## src/rtl/lc3b_mem_arbiter_pkg.sv

```systemverilog
// Shared LC-3b memory-arbiter types: line/word typedefs, FSM and side enums,
// and the helpers that pick a grant side and resolve a request's operation.
package lc3b_mem_arbiter_pkg;

   localparam int LC3B_ADDR_W = 16;
   localparam int LC3B_LINE_W = 128;

   typedef logic [LC3B_ADDR_W-1:0] lc3b_word;
   typedef logic [LC3B_LINE_W-1:0] lc3b_line;

   typedef enum logic [1:0] {
      IDLE    = 2'd0,
      SERVE_I = 2'd1,
      SERVE_D = 2'd2,
      DONE    = 2'd3
   } lc3b_arb_state;

   typedef enum logic {
      ARB_I = 1'b0,
      ARB_D = 1'b1
   } lc3b_arb_side;

   typedef struct packed {
      logic read;
      logic write;
   } lc3b_arb_op;

   // A tie goes to the side that was not granted last.
   function automatic lc3b_arb_side arb_pick(input logic         i_pend,
                                             input logic         d_pend,
                                             input lc3b_arb_side last);
      if (i_pend && d_pend) begin
         return (last == ARB_I) ? ARB_D : ARB_I;
      end else if (d_pend) begin
         return ARB_D;
      end else begin
         return ARB_I;
      end
   endfunction

   // A request carrying both read and write is treated as a write.
   function automatic lc3b_arb_op arb_op_resolve(input logic rd, input logic wr);
      lc3b_arb_op op;
      op.write = wr;
      op.read  = rd & ~wr;
      return op;
   endfunction

endpackage

```

## src/rtl/arb_req_latch.sv

```systemverilog
// Holds the granted request (operation, address, write data) for the whole
// downstream transaction so requester changes after grant have no effect.
module arb_req_latch
   import lc3b_mem_arbiter_pkg::*;
#(
   parameter int ADDR_W = LC3B_ADDR_W,
   parameter int LINE_W = LC3B_LINE_W
) (
   input  logic              clk,
   input  logic              reset,
   input  logic              i_load,
   input  logic              i_read,
   input  logic              i_write,
   input  logic [ADDR_W-1:0] i_address,
   input  logic [LINE_W-1:0] i_wdata,
   output logic              o_read,
   output logic              o_write,
   output logic [ADDR_W-1:0] o_address,
   output logic [LINE_W-1:0] o_wdata
);

   logic              r_read;
   logic              r_write;
   logic [ADDR_W-1:0] r_address;
   logic [LINE_W-1:0] r_wdata;

   always_ff @(posedge clk or posedge reset) begin
      if (reset) begin
         r_read    <= 1'b0;
         r_write   <= 1'b0;
         r_address <= '0;
         r_wdata   <= '0;
      end else if (i_load) begin
         r_read    <= i_read;
         r_write   <= i_write;
         r_address <= i_address;
         r_wdata   <= i_wdata;
      end
   end

   assign o_read    = r_read;
   assign o_write   = r_write;
   assign o_address = r_address;
   assign o_wdata   = r_wdata;

endmodule

```

## src/rtl/lc3b_mem_arbiter.sv

```systemverilog
// Two-way arbiter sharing the physical-memory port between the I-fetch and
// D-access sides; one latched transaction at a time, response routed back.
module lc3b_mem_arbiter
   import lc3b_mem_arbiter_pkg::*;
#(
   parameter int ADDR_W = LC3B_ADDR_W,
   parameter int LINE_W = LC3B_LINE_W
) (
   input  logic              clk,
   input  logic              reset,

   input  logic              i_read,
   input  logic              i_write,
   input  logic [ADDR_W-1:0] i_address,
   input  logic [LINE_W-1:0] i_wdata,
   output logic [LINE_W-1:0] i_rdata,
   output logic              i_resp,

   input  logic              d_read,
   input  logic              d_write,
   input  logic [ADDR_W-1:0] d_address,
   input  logic [LINE_W-1:0] d_wdata,
   output logic [LINE_W-1:0] d_rdata,
   output logic              d_resp,

   output logic              pmem_read,
   output logic              pmem_write,
   output logic [ADDR_W-1:0] pmem_address,
   output logic [LINE_W-1:0] pmem_wdata,
   input  logic [LINE_W-1:0] pmem_rdata,
   input  logic              pmem_resp
);

   lc3b_arb_state r_state;
   lc3b_arb_state w_state_nxt;
   lc3b_arb_side  r_last_grant;
   lc3b_arb_side  w_grant_side;

   logic              w_i_pend;
   logic              w_d_pend;
   logic              w_grant;
   logic              w_serving;

   logic              w_sel_read;
   logic              w_sel_write;
   logic [ADDR_W-1:0] w_sel_address;
   logic [LINE_W-1:0] w_sel_wdata;
   lc3b_arb_op        w_sel_op;

   logic              w_lat_read;
   logic              w_lat_write;
   logic [ADDR_W-1:0] w_lat_address;
   logic [LINE_W-1:0] w_lat_wdata;

   assign w_i_pend     = i_read | i_write;
   assign w_d_pend     = d_read | d_write;
   assign w_grant      = (r_state == IDLE) && (w_i_pend || w_d_pend);
   assign w_grant_side = arb_pick(w_i_pend, w_d_pend, r_last_grant);

   always_comb begin
      if (w_grant_side == ARB_D) begin
         w_sel_read    = d_read;
         w_sel_write   = d_write;
         w_sel_address = d_address;
         w_sel_wdata   = d_wdata;
      end else begin
         w_sel_read    = i_read;
         w_sel_write   = i_write;
         w_sel_address = i_address;
         w_sel_wdata   = i_wdata;
      end
   end

   assign w_sel_op = arb_op_resolve(w_sel_read, w_sel_write);

   arb_req_latch #(
      .ADDR_W (ADDR_W),
      .LINE_W (LINE_W)
   ) u_req_latch (
      .clk       (clk),
      .reset     (reset),
      .i_load    (w_grant),
      .i_read    (w_sel_op.read),
      .i_write   (w_sel_op.write),
      .i_address (w_sel_address),
      .i_wdata   (w_sel_wdata),
      .o_read    (w_lat_read),
      .o_write   (w_lat_write),
      .o_address (w_lat_address),
      .o_wdata   (w_lat_wdata)
   );

   // DONE gives the served requester one cycle to drop its request.
   always_comb begin
      w_state_nxt = r_state;
      case (r_state)
         IDLE: begin
            if (w_grant) begin
               w_state_nxt = (w_grant_side == ARB_D) ? SERVE_D : SERVE_I;
            end
         end
         SERVE_I, SERVE_D: begin
            if (pmem_resp) begin
               w_state_nxt = DONE;
            end
         end
         DONE:    w_state_nxt = IDLE;
         default: w_state_nxt = IDLE;
      endcase
   end

   always_ff @(posedge clk or posedge reset) begin
      if (reset) begin
         r_state      <= IDLE;
         r_last_grant <= ARB_I;
      end else begin
         r_state <= w_state_nxt;
         if (w_grant) begin
            r_last_grant <= w_grant_side;
         end
      end
   end

   // Downstream strobes and responses are decoded from state so reset kills them at once.
   assign w_serving    = (r_state == SERVE_I) || (r_state == SERVE_D);
   assign pmem_read    = w_serving & w_lat_read;
   assign pmem_write   = w_serving & w_lat_write;
   assign pmem_address = w_lat_address;
   assign pmem_wdata   = w_lat_wdata;

   assign i_resp  = (r_state == SERVE_I) & pmem_resp;
   assign d_resp  = (r_state == SERVE_D) & pmem_resp;
   assign i_rdata = pmem_rdata;
   assign d_rdata = pmem_rdata;

endmodule
```

## config.mk

```make
export PLATFORM = sky130hd
export DESIGN_NAME = lc3b_mem_arbiter
export DESIGN_NICKNAME = d
export VERILOG_FILES = /design/src/rtl/lc3b_mem_arbiter_pkg.sv /design/src/rtl/arb_req_latch.sv /design/src/rtl/lc3b_mem_arbiter.sv
export SDC_FILE = /design/constraint.sdc
export NUM_CORES = 1
export LEC_CHECK = 0
export CORE_AREA = 2 2 325 327
export DETAILED_ROUTE_END_ITERATION = 10
export DIE_AREA = 0 0 327 329
export RECOVER_POWER = 25
export SLEW_MARGIN = 20
export SYNTH_ARGS = -nofsm -noshare
export SYNTH_HDL_FRONTEND = slang
export SYNTH_SLANG_ARGS = --single-unit
```

## constraint.sdc

```tcl
create_clock -name clk -period 7.3 [get_ports clk]
set_input_delay 1.095 -clock clk [delete_from_list [all_inputs] [get_ports clk]]
set_output_delay 1.095 -clock clk [all_outputs]
set_load 0.005 [all_outputs]
```

## Word level (Yosys, flattened, before mapping)

Index checks and enable logic that the tools add are counted.

- Register bits after elaboration: 149
- Output and inout bits: 404
- Word-level logic and storage cells: 37

- Equal/unequal tests: 5
- Muxes and demuxes: 11
- Bitwise operators: 8
- Reductions and logical operators: 7

Operators by type and width:

| cell | count |
|---|---|
| $mux W128 | 1 |
| $mux W16 | 1 |
| $mux W2 | 3 |
| $pmux W2 S3 | 1 |
| $and A1 B1 Y1 | 5 |
| $mux W1 | 5 |
| $eq A2 B2 Y1 const B | 2 |
| $eq A2 B1 Y1 const B | 1 |
| $logic_and A1 B1 Y1 | 2 |
| $logic_not A2 Y1 | 1 |
| $logic_or A1 B1 Y1 | 2 |
| $ne A2 B1 Y1 const B | 1 |
| $ne A2 B2 Y1 const B | 1 |
| $or A1 B1 Y1 | 2 |
| $reduce_and A2 Y1 | 1 |
| $reduce_or A2 Y1 | 1 |
| $not A1 Y1 | 1 |

## Logic depth before layout (Yosys ltp)

Gate-level depths: netlist (run 1).

- Depth after elaboration: 6
- Depth in mapped cells: 8
- Mapped depth without buffers: 5

## Cells and area by module

A second synthesis (run 1) with hierarchy kept.

- Cell total of the unflattened synthesis: 760
- Area, all modules: 9442.8 sq um

Modules (own cells, without submodules):

| module | instances | cells each | area each (sq um) | sequential area each (sq um) |
|---|---|---|---|---|
| arb_req_latch | 1 | 309 | 5506.5 | 3653.5 |
| lc3b_mem_arbiter | 1 | 451 | 3936.3 | 75.1 |

## Least setup slack after synthesis (run 1)

No wires, ideal clock.

- Path type: input to output
- Start: input port pmem_resp
- End: output port d_resp
- Arrival: 1.238 ns
- Required time: 6.205 ns
- Setup slack: 4.967 ns
- Cell stages on the path: 1
- Path buffers: 0
- Cell sequence: and2_1

- Word-level cells in the longest chain between the ends: 1

RTL lines:

| element | RTL line | source |
|---|---|---|
| from (decl) | lc3b_mem_arbiter.sv:31 | `input logic pmem_resp` |
| $and A1 B1 Y1 | lc3b_mem_arbiter.sv:132 | `assign d_resp = (r_state == SERVE_D) & pmem_resp;` |
| to (decl) | lc3b_mem_arbiter.sv:24 | `output logic d_resp,` |

No other way between the ends.

## Worst setup path after layout (run 1)

- Start: input port pmem_resp
- End: output port i_resp

- Word-level cells in the longest chain between the ends: 1

RTL lines:

| element | RTL line | source |
|---|---|---|
| $and A1 B1 Y1 | lc3b_mem_arbiter.sv:131 | `assign i_resp = (r_state == SERVE_I) & pmem_resp;` |
| to (decl) | lc3b_mem_arbiter.sv:17 | `output logic i_resp,` |

No other way between the ends.

==> results of run 1 <==
## stage by stage
step                total power [W]  hold WS, ns  instances
floorplan                   0.00289        0.458       1112
CTS                         0.00564        0.534       2639
global placement            0.00457        0.507       2607
detailed placement          0.00457        0.507       2607
global route                0.00591        0.552       2640
finish                      0.00550        0.528       2640
## layer usage
layer	share of wire, %	global-route usage [%]	vias up
li1	-	-	3873
met1	44	12.1	4165
met2	40	13.0	610
met3	12	4.88	124
met4	4.4	4.84	6
met5	0.073	0	-
## flip-flops by register name, summed over array words and instances (netlist names)
signal / count
u_req_latch.o_wdata: 128
u_req_latch.o_address: 16
r_state: 2
r_last_grant: 1
u_req_latch.o_read: 1
u_req_latch.o_write: 1
## where the power goes
group          internal, W  switching (W)
sequential         0.00126       0.000298
clock             0.000488       0.000495
combinational      0.00132        0.00163
total              0.00307        0.00242
## worst max-delay path: cells and delay by family
family	cells	cell delay, ns
and+or+nand+nor	1	0.18
buffers and inverters	2	1.04
## kinds of logic after synthesis
| logic type | Yosys count | share of synthesized area [%] |
|---|---|---|
| compound gates | 446 | 26.4 |
| simple gates | 158 | 6.67 |
| flops | 149 | 40.1 |
| buf+inv | 355 | 26.3 |
| fa+ha+maj | 4 | 0.538 |
## cells in the mapped netlist, types with 2 or more instances
master / instances / area [µm²]
sky130_fd_sc_hd__a21oi_1: 147 / 736
sky130_fd_sc_hd__a2bb2oi_1: 2 / 17.5
sky130_fd_sc_hd__a31oi_1: 144 / 901
sky130_fd_sc_hd__and2_1: 4 / 25.0
sky130_fd_sc_hd__buf_2: 26 / 130
sky130_fd_sc_hd__buf_4: 277 / 2080
sky130_fd_sc_hd__buf_6: 5 / 56.3
sky130_fd_sc_hd__clkbuf_1: 42 / 158
sky130_fd_sc_hd__dfrtp_1: 149 / 3730
sky130_fd_sc_hd__ha_1: 4 / 50.1
sky130_fd_sc_hd__inv_1: 4 / 15.0
sky130_fd_sc_hd__nand2_1: 2 / 7.51
sky130_fd_sc_hd__nand3_1: 2 / 10.0
sky130_fd_sc_hd__nor2_1: 144 / 541
sky130_fd_sc_hd__nor2b_1: 2 / 12.5
sky130_fd_sc_hd__o21ai_0: 137 / 686
sky130_fd_sc_hd__o21ai_1: 9 / 45.0
## area by class of cell
cell class / instances / area [µm²]
multi-input cells: 608 / 3170
repair buffers: 455 / 4560
clock buffers: 18 / 429
clock inverters: 14 / 161
fillers: 11900 / 90600
diodes: 1 / 2.50
flip-flops and latches: 149 / 3730
well taps: 1391 / 1740
inverters: 4 / 22.5
## path summary, 6_finish.rpt
path / cells after the start / endpoint / slack, ns
worst max-delay path: 3 / i_resp / 3.88
worst min-delay path: 2 / u_req_latch.o_wdata[115] / 0.53
worst max register to register: 7 / u_req_latch.o_wdata[88] / 4.94
worst min register to register: 2 / u_req_latch.o_wdata[115] / 0.53
max in group asynchronous: 3 / u_req_latch.o_wdata[42] / 4.70
min in group asynchronous: 2 / u_req_latch.o_wdata[78] / 1.20
==> results.sh, run 1 <==
export IMPL_wire_length_of_the_first_global_routing_pass_um=70900
export IMPL_io_buffer_count=442
export IMPL_synth_edf_count=0
export IMPL_fmax_mhz=293
export IMPL_clkSlewWorstSetupHoldPaths_ns=0.07
export IMPL_cts_max_path_buffers=2
export IMPL_clock_skew_ns=0.0199
export IMPL_ios=827
export IMPL_min_path_type="flop to flop"
export IMPL_critPathLaunchType="input pin"
export IMPL_tritoncts="built"
export IMPL_grt_start_max_net_pins=144
export IMPL_residual_antenna_violating_net_count_after_detailed_routing=0
export IMPL_detailedPlacementHpwl_um=40500
export IMPL_first_global_vias=8764
export IMPL_leakagePower_nw=4.71
export IMPL_syn_avg_cell_area_um2=8.36
export IMPL_layout_commonest_cell="sky130_fd_sc_hd__clkdlybuf4s50_1"
export IMPL_post_synth_instance_area_mm2=0.00930
export IMPL_cp_max_fo=4
export IMPL_layout_cells_most_common_list="441 x sky130_fd_sc_hd__clkdlybuf4s50_1, 149 x sky130_fd_sc_hd__dfrtp_1, 147 x sky130_fd_sc_hd__a21oi_1"
export IMPL_row_count=119
export IMPL_worst_ir_drop_on_vdd_v=0.000722
export IMPL_pre_cts_worst_setup_slack_ns=3.73
export IMPL_critical_path_cell_by_cell="clkdlybuf4s50_1 -> and2_1 -> clkdlybuf4s50_1"
export IMPL_slew_violations=0
export IMPL_slew_headroom_pct=42.5
export IMPL_design_die_area_mm2=0.108
export IMPL_start_util_pct=8.91
export IMPL_drcViolationCount=0
export IMPL_finalSetupViolCount=0
export IMPL_cts_setup_buffers=0
export IMPL_cts_buf_count=17
export IMPL_global_route_usage_total_pct=9.53
export IMPL_ys_warnings_count=0
export IMPL_cp_data_required_time_ns=6.20
export IMPL_drt_first_iter_violations=448
export IMPL_min_delay_start="u_req_latch.o_wdata[115]"
export IMPL_synth_yosys_seq_area_share_pct=40.1
export IMPL_cts_repair_resize_count=0
export IMPL_critPathMostFrequentCell="sky130_fd_sc_hd__clkdlybuf4s50_1"
export IMPL_fp_coreArea_mm2=0.104
export IMPL_setup_slack_ns=3.88
export IMPL_status="finished clean"
export IMPL_library_cells_used_by_synthesis=29
export IMPL_ys_flop_type="sky130_fd_sc_hd__dfrtp_1"
export IMPL_finish_net_count=1662
export IMPL_drt_vias_per_instance=3.33
export IMPL_layout_min_cycle_time_ns=3.42
export IMPL_power_per_cell_area_mw_per_mm2=398
export IMPL_drt_total_wl_um=53300
export IMPL_die_width_um=327
export IMPL_placement_cell_area_mm2=0.0132
export IMPL_final_cell_area_mm2=0.0138
export IMPL_final_core_util_pct=13.2
export IMPL_clk_insertion_delay_late_ns=0.49
export IMPL_critical_path_startpoint="pmem_resp"
export IMPL_cpMaxStageDelayCell="sky130_fd_sc_hd__clkdlybuf4s50_1"
export IMPL_relative_area_change_from_synthesis_to_final_layout_pct=48.5
export IMPL_ys_async_sr_fraction_pct=100
export IMPL_cts_htree_levels=4
export IMPL_weighted_congestion_at_the_end_of_routability_driven_global_placement=0.717
export IMPL_rr_startpoint="r_state[0]"
export IMPL_final_layout_size_suffix_gt1_share_pct=4.09
export IMPL_post_cts_hold_buffer_count=0
export IMPL_first_pass_iters=4
export IMPL_cts_root_buf="sky130_fd_sc_hd__clkbuf_16"
export IMPL_final_setup_tns_ns=0
export IMPL_numClockSinks=149
export IMPL_drv_cap=0
export IMPL_gate_count_post_synth=1112
export IMPL_wl_per_cell_um=20.2
export IMPL_cp_capture_type="output pin"
export IMPL_postSynthRegisterBits=149
export IMPL_globalRoute_totalOverflow=0
export IMPL_dr_total_vias=8778
export IMPL_number_of_antenna_violations_at_the_first_check_in_global_routing=6
export IMPL_critical_path_max_stage_delay_ns=0.53
export IMPL_layout_worst_path_cycle_share_pct=46.8
export IMPL_worst_setup_path_category="input pin to output pin"
export IMPL_number_of_nets_in_the_synthesized_netlist=1539
export IMPL_fp_dieH_um=329
export IMPL_grt_setup_unrepaired="no"
export IMPL_tightest_pin_transition_ns=0.863
export IMPL_crit_arrival_ns=2.32
export IMPL_hold_violations=0
No activity file was read; power rests on OpenSTA's default activity.
==> run 2: changes to the inputs <==
CORE_AREA = 2 2 317 319   (was 2 2 325 327)
DIE_AREA = 0 0 319 321   (was 0 0 327 329)
clock period = 3 ns   (was 7.3 ns; I/O delays follow)
==> results.sh, run 2 (synthesized netlist as in run 1, its figures left out) <==
export IMPL_weighted_congestion_at_the_end_of_routability_driven_global_placement=0.776
export IMPL_first_global_vias=9032
export IMPL_grt_start_max_net_pins=74
export IMPL_power_frac_clock_pct=17.0
export IMPL_finalSetupViolCount=0
export IMPL_drv_cap=0
export IMPL_row_count=116
export IMPL_die_width_um=319
export IMPL_cp_capture_type="output pin"
export IMPL_start_util_pct=9.37
export IMPL_global_route_usage_total_pct=9.70
export IMPL_largest_register_ffs=128
export IMPL_reg2reg_setup_slack_ns=0.78
export IMPL_cts_setup_buffers=0
export IMPL_regArea_mm2=0.00373
export IMPL_drt_vias_per_instance=3.47
export IMPL_grt_busiest_layer="met2"
export IMPL_power_w=0.0133
export IMPL_cts_htree_levels=4
export IMPL_area_taken_by_multi_input_logic_gates_mm2=0.00317
export IMPL_critPathLaunchType="flop"
export IMPL_fp_dieH_um=321
export IMPL_status="finished clean"
export IMPL_groute_layer_met2_usage_pct=14.2
export IMPL_design_die_area_mm2=0.102
export IMPL_crit_arrival_ns=2.10
export IMPL_tritoncts="built"
export IMPL_gr_usage_met1_pct=11.5
export IMPL_power_switching_share_pct=42.3
export IMPL_first_pass_iters=7
export IMPL_min_path_type="input pin to flop"
export IMPL_cp_data_required_time_ns=2.55
export IMPL_cellInternalPower_w=0.00770
export IMPL_final_setup_tns_ns=0
export IMPL_dr_total_vias=8963
export IMPL_io_buffer_count=442
export IMPL_post_cts_hold_buffer_count=0
export IMPL_finish_net_count=1694
export IMPL_globalRoute_totalOverflow=0
export IMPL_layout_min_cycle_time_ns=2.55
export IMPL_slew_headroom_pct=29.3
export IMPL_final_layout_size_suffix_gt1_share_pct=6.41
export IMPL_power_share_combinational_pct=54.7
export IMPL_worst_setup_path_category="flop to output pin"
export IMPL_number_of_antenna_violations_at_the_first_check_in_global_routing=9
export IMPL_leakagePower_nw=4.89
export IMPL_clkSlewWorstSetupHoldPaths_ns=0.08
export IMPL_total_switching_power_w=0.00563
export IMPL_relative_area_change_from_synthesis_to_final_layout_pct=51.1
export IMPL_cts_repair_resize_count=0
export IMPL_num_fill_cells=11400
export IMPL_grt_met3_usage_pct=4.86
export IMPL_grt_setup_unrepaired="no"
export IMPL_layout_commonest_cell="sky130_fd_sc_hd__clkdlybuf4s50_1"
export IMPL_drcViolationCount=0
export IMPL_clock_skew_ns=0.0129
export IMPL_ios=827
export IMPL_cts_root_buf="sky130_fd_sc_hd__clkbuf_16"
export IMPL_hold_violations=0
export IMPL_residual_antenna_violating_net_count_after_detailed_routing=0
export IMPL_power_sequential_fraction_pct=28.4
export IMPL_wl_per_cell_um=20.0
export IMPL_cp_max_fo=4
export IMPL_layout_cells_most_common_list="441 x sky130_fd_sc_hd__clkdlybuf4s50_1, 149 x sky130_fd_sc_hd__dfrtp_1, 147 x sky130_fd_sc_hd__a21oi_1"
export IMPL_layout_worst_path_cycle_share_pct=84.9
export IMPL_worst_ir_drop_on_vdd_v=0.000550
export IMPL_drt_first_iter_violations=542
export IMPL_clk_insertion_delay_late_ns=0.48
export IMPL_fp_coreArea_mm2=0.0993
export IMPL_numClockSinks=149
export IMPL_detailedPlacementHpwl_um=40200
export IMPL_slew_violations=0
export IMPL_cts_max_path_buffers=2
export IMPL_drt_total_wl_um=51700
export IMPL_wire_length_of_the_first_global_routing_pass_um=69600
export IMPL_tightest_pin_transition_ns=1.05
export IMPL_cts_buf_count=17
export IMPL_fmax_mhz=393
export IMPL_power_per_cell_area_mw_per_mm2=949
[run 2: cell type report]
cell class,count,area share (%)
clock buffer,18,3.06
antenna,3,0.0534
clock inverter,14,1.01
multi-input combinational,608,22.5
tap,1298,11.6
timing repair buffer,487,35.1
sequential,149,26.5
inverter,4,0.116
[run 2: metal layers]
metal	vias up	wire (µm)
met5	-	170
li1	3937	-
met4	10	2150
met1	4233	21500
met3	132	5710
met2	651	22200
[run 2: worst paths after layout]
check | startpoint | endpoint | depth (start not counted)
min in group asynchronous | reset | u_req_latch.o_wdata[38] | 2
max reg2reg | r_state[0] | u_req_latch.o_wdata[15] | 6
max | r_state[0] | pmem_write | 4
min reg2reg | u_req_latch.o_wdata[75] | u_req_latch.o_wdata[75] | 2
max in group asynchronous | reset | u_req_latch.o_wdata[88] | 3
min | i_wdata[103] | u_req_latch.o_wdata[103] | 3
[run 2: through the flow]
step                worst slack [ns]  cell area, µm²  utilization [%]  instances  hold slack, ns
floorplan                      0.675            9300                -       1112           0.458
global placement               0.528           13500             13.6       2546           0.506
detailed placement             0.476           13500             13.6       2546           0.518
CTS                            0.323           14000             14.1       2578           0.309
global route                   0.288           14000             14.1       2581           0.477
finish                         0.453           14000             14.1       2581           0.520
[run 2: critical path: stages (launching register included)]
cell	delay (ns)
sky130_fd_sc_hd__dfrtp_1	0.38
sky130_fd_sc_hd__inv_1	0.09
sky130_fd_sc_hd__ha_1	0.33
sky130_fd_sc_hd__and2_1	0.20
sky130_fd_sc_hd__clkdlybuf4s50_1	0.63
[run 2: power by group through the flow]
| stage | clock, W | combinational [W] | sequential (W) |
|---|---|---|---|
| 2_1_floorplan | 0 | 0.00334 | 0.00369 |
| 3_3_place_gp | 0 | 0.00739 | 0.00381 |
| 3_5_place_dp | 0 | 0.00739 | 0.00382 |
| 4_1_cts | 0.00241 | 0.00745 | 0.00381 |
| 5_1_grt | 0.00245 | 0.00793 | 0.00391 |
| 6_report | 0.00226 | 0.00729 | 0.00378 |
==> run 3: changes to the inputs <==
clock period = 2.2 ns   (was 3 ns; I/O delays follow)
==> results.sh, run 3 (synthesized netlist as in run 1, its figures left out) <==
export IMPL_status="finished clean"
export IMPL_met3_length_um=5760
export IMPL_fp_coreArea_mm2=0.0993
export IMPL_rr_startpoint="r_state[0]"
export IMPL_number_of_antenna_violations_at_the_first_check_in_global_routing=7
export IMPL_finish_net_count=1717
export IMPL_wire_length_of_the_first_global_routing_pass_um=70500
export IMPL_fp_dieH_um=321
export IMPL_drv_cap=0
export IMPL_hold_depth=3
export IMPL_final_core_util_pct=14.3
export IMPL_cpMaxStageDelayCell="sky130_fd_sc_hd__clkdlybuf4s50_1"
export IMPL_hold_violations=0
export IMPL_leakagePower_nw=5.00
export IMPL_grt_start_max_net_pins=85
export IMPL_finalSetupViolCount=0
export IMPL_worstHoldEndpoint="u_req_latch.o_wdata[24]"
export IMPL_cts_root_buf="sky130_fd_sc_hd__clkbuf_16"
export IMPL_critPathMostFrequentCell="sky130_fd_sc_hd__buf_4"
export IMPL_reg2reg_setup_slack_ns=0.17
export IMPL_row_count=116
export IMPL_met2WireLength_um=22200
export IMPL_critPathLaunchType="input pin"
export IMPL_drt_vias_per_instance=3.46
export IMPL_critical_path_cell_by_cell="clkdlybuf4s50_1 -> buf_4 -> nor2_4 -> buf_12 -> buf_4 -> o21ai_0 -> a21oi_1"
export IMPL_drt_total_wl_um=52000
export IMPL_tritoncts="built"
export IMPL_cts_buf_count=17
export IMPL_timing_reg2reg_worst_path_depth=7
export IMPL_clock_skew_ns=0.0173
export IMPL_io_buffer_count=442
export IMPL_min_delay_start="i_wdata[24]"
export IMPL_largest_register_ffs=128
export IMPL_layout_commonest_cell="sky130_fd_sc_hd__clkdlybuf4s50_1"
export IMPL_relative_area_change_from_synthesis_to_final_layout_pct=52.8
export IMPL_wl_per_cell_um=20.0
export IMPL_weighted_congestion_at_the_end_of_routability_driven_global_placement=0.780
export IMPL_critical_path_reg2reg_endpoint="u_req_latch.o_wdata[3]"
export IMPL_global_route_usage_total_pct=9.82
export IMPL_drcViolationCount=0
export IMPL_detailedPlacementHpwl_um=40700
export IMPL_layout_cells_most_common_list="437 x sky130_fd_sc_hd__clkdlybuf4s50_1, 149 x sky130_fd_sc_hd__dfrtp_1, 147 x sky130_fd_sc_hd__a21oi_1"
export IMPL_critical_path_max_stage_delay_ns=0.64
export IMPL_clk_insertion_delay_late_ns=0.49
export IMPL_critPathTopFamily="buffers and inverters"
export IMPL_tightest_pin_transition_ns=1.33
export IMPL_start_util_pct=9.37
export IMPL_die_width_um=319
export IMPL_dr_total_vias=9015
export IMPL_min_path_type="input pin to flop"
export IMPL_fmax_mhz=464
export IMPL_cts_max_path_buffers=2
export IMPL_top_signal_layer_used="met5"
export IMPL_numClockSinks=149
export IMPL_first_global_vias=9182
export IMPL_worst_ir_drop_on_vdd_v=0.000749
export IMPL_power_per_cell_area_mw_per_mm2=1300
export IMPL_route_layer_met1_wl_um=21700
export IMPL_ios=827
export IMPL_cts_htree_levels=4
export IMPL_residual_antenna_violating_net_count_after_detailed_routing=0
export IMPL_design_die_area_mm2=0.102
export IMPL_worst_setup_path_category="input pin to flop"
export IMPL_critPathBufInv=4
export IMPL_post_cts_hold_buffer_count=0
export IMPL_pre_cts_worst_setup_slack_ns=-0.197
export IMPL_final_layout_size_suffix_gt1_share_pct=8.37
export IMPL_globalRoute_totalOverflow=0
export IMPL_grt_setup_unrepaired="no"
export IMPL_cp_max_fo=54
export IMPL_layout_worst_path_cycle_share_pct=98.1
export IMPL_layout_min_cycle_time_ns=2.16
export IMPL_setup_slack_ns=0.0429
export IMPL_cp_capture_type="flop"
export IMPL_first_pass_iters=5
export IMPL_slew_violations=0
export IMPL_drt_first_iter_violations=476
export IMPL_crit_arrival_ns=2.48
export IMPL_clkSlewWorstSetupHoldPaths_ns=0.09
export IMPL_cp_data_required_time_ns=2.52
export IMPL_slew_headroom_pct=11.3
## run 3: cell types whose count changed in the layout (fill, tap and decap cells not counted), moves of 2 or more
cell	previous run	this run
sky130_fd_sc_hd__clkinvlp_4	4	6
sky130_fd_sc_hd__clkdlybuf4s50_1	441	437
sky130_fd_sc_hd__clkinv_4	3	0
sky130_fd_sc_hd__buf_4	30	54
sky130_fd_sc_hd__dlygate4sd2_1	0	2
## run 3: how the worst max path moves through the flow
stage | end | start | cells past startpoint | slack (ns)
final | u_req_latch.o_wdata[92] | d_read | 7 | 0.04
after global routing | i_resp | r_state[1] | 4 | 0.0007
after CTS | i_resp | r_state[1] | 4 | 0.0001
after detailed placement | u_req_latch.o_wdata[92] | d_read | 7 | -0.20
after global placement | u_req_latch.o_wdata[92] | d_read | 7 | -0.19
after floorplan | r_last_grant | reset | 1 | -0.005
## run 3: cell type report
cell class | instances | area, µm²
Sequential cell | 149 | 3730
Multi-Input combinational cell | 608 | 3170
Timing Repair Buffer | 510 | 5100
Clock buffer | 17 | 425
Clock inverter | 14 | 139
Antenna cell | 2 | 5.00
Tap cell | 1298 | 1620
Inverter | 4 | 16.3
Fill cell | 11300 | 85100
## run 3: worst min-delay path, cell delays in order
cell and delay [ns]:
sky130_fd_sc_hd__clkdlybuf4s50_1 0.39, sky130_fd_sc_hd__o21ai_0 0.07, sky130_fd_sc_hd__a21oi_1 0.06
## run 3: metal layers
metal	vias up	GRT usage [%]
li1	3989	-
met1	4247	11.7
met2	625	14.4
met3	144	4.88
met4	10	4.88
met5	-	0.898
## run 3: what timing repair did
item | CTS | global route
buffers inserted | 1 | 0
endpoints found under the setup margin | 3 | 0
gates resized for setup | 4 | 0
## run 3: stage by stage
step                total power (W)  hold slack (ns)  cells  area (µm²)  TNS, ns
floorplan                   0.00960            0.458   1112        9300   -0.742
global placement             0.0155            0.508   2568       13700   -0.194
detailed placement           0.0155            0.518   2568       13700   -0.225
CTS                          0.0189            0.183   2600       14200        0
global route                 0.0198            0.363   2600       14200        0
finish                       0.0184            0.394   2602       14200        0
## run 3: power by group
group / leakage [nW] / total, W / switching, W / internal [W]
logic: 3.07 / 0.0102 / 0.00527 / 0.00488
registers: 1.67 / 0.00517 / 0.000985 / 0.00418
clock network: 0.258 / 0.00312 / 0.00154 / 0.00158
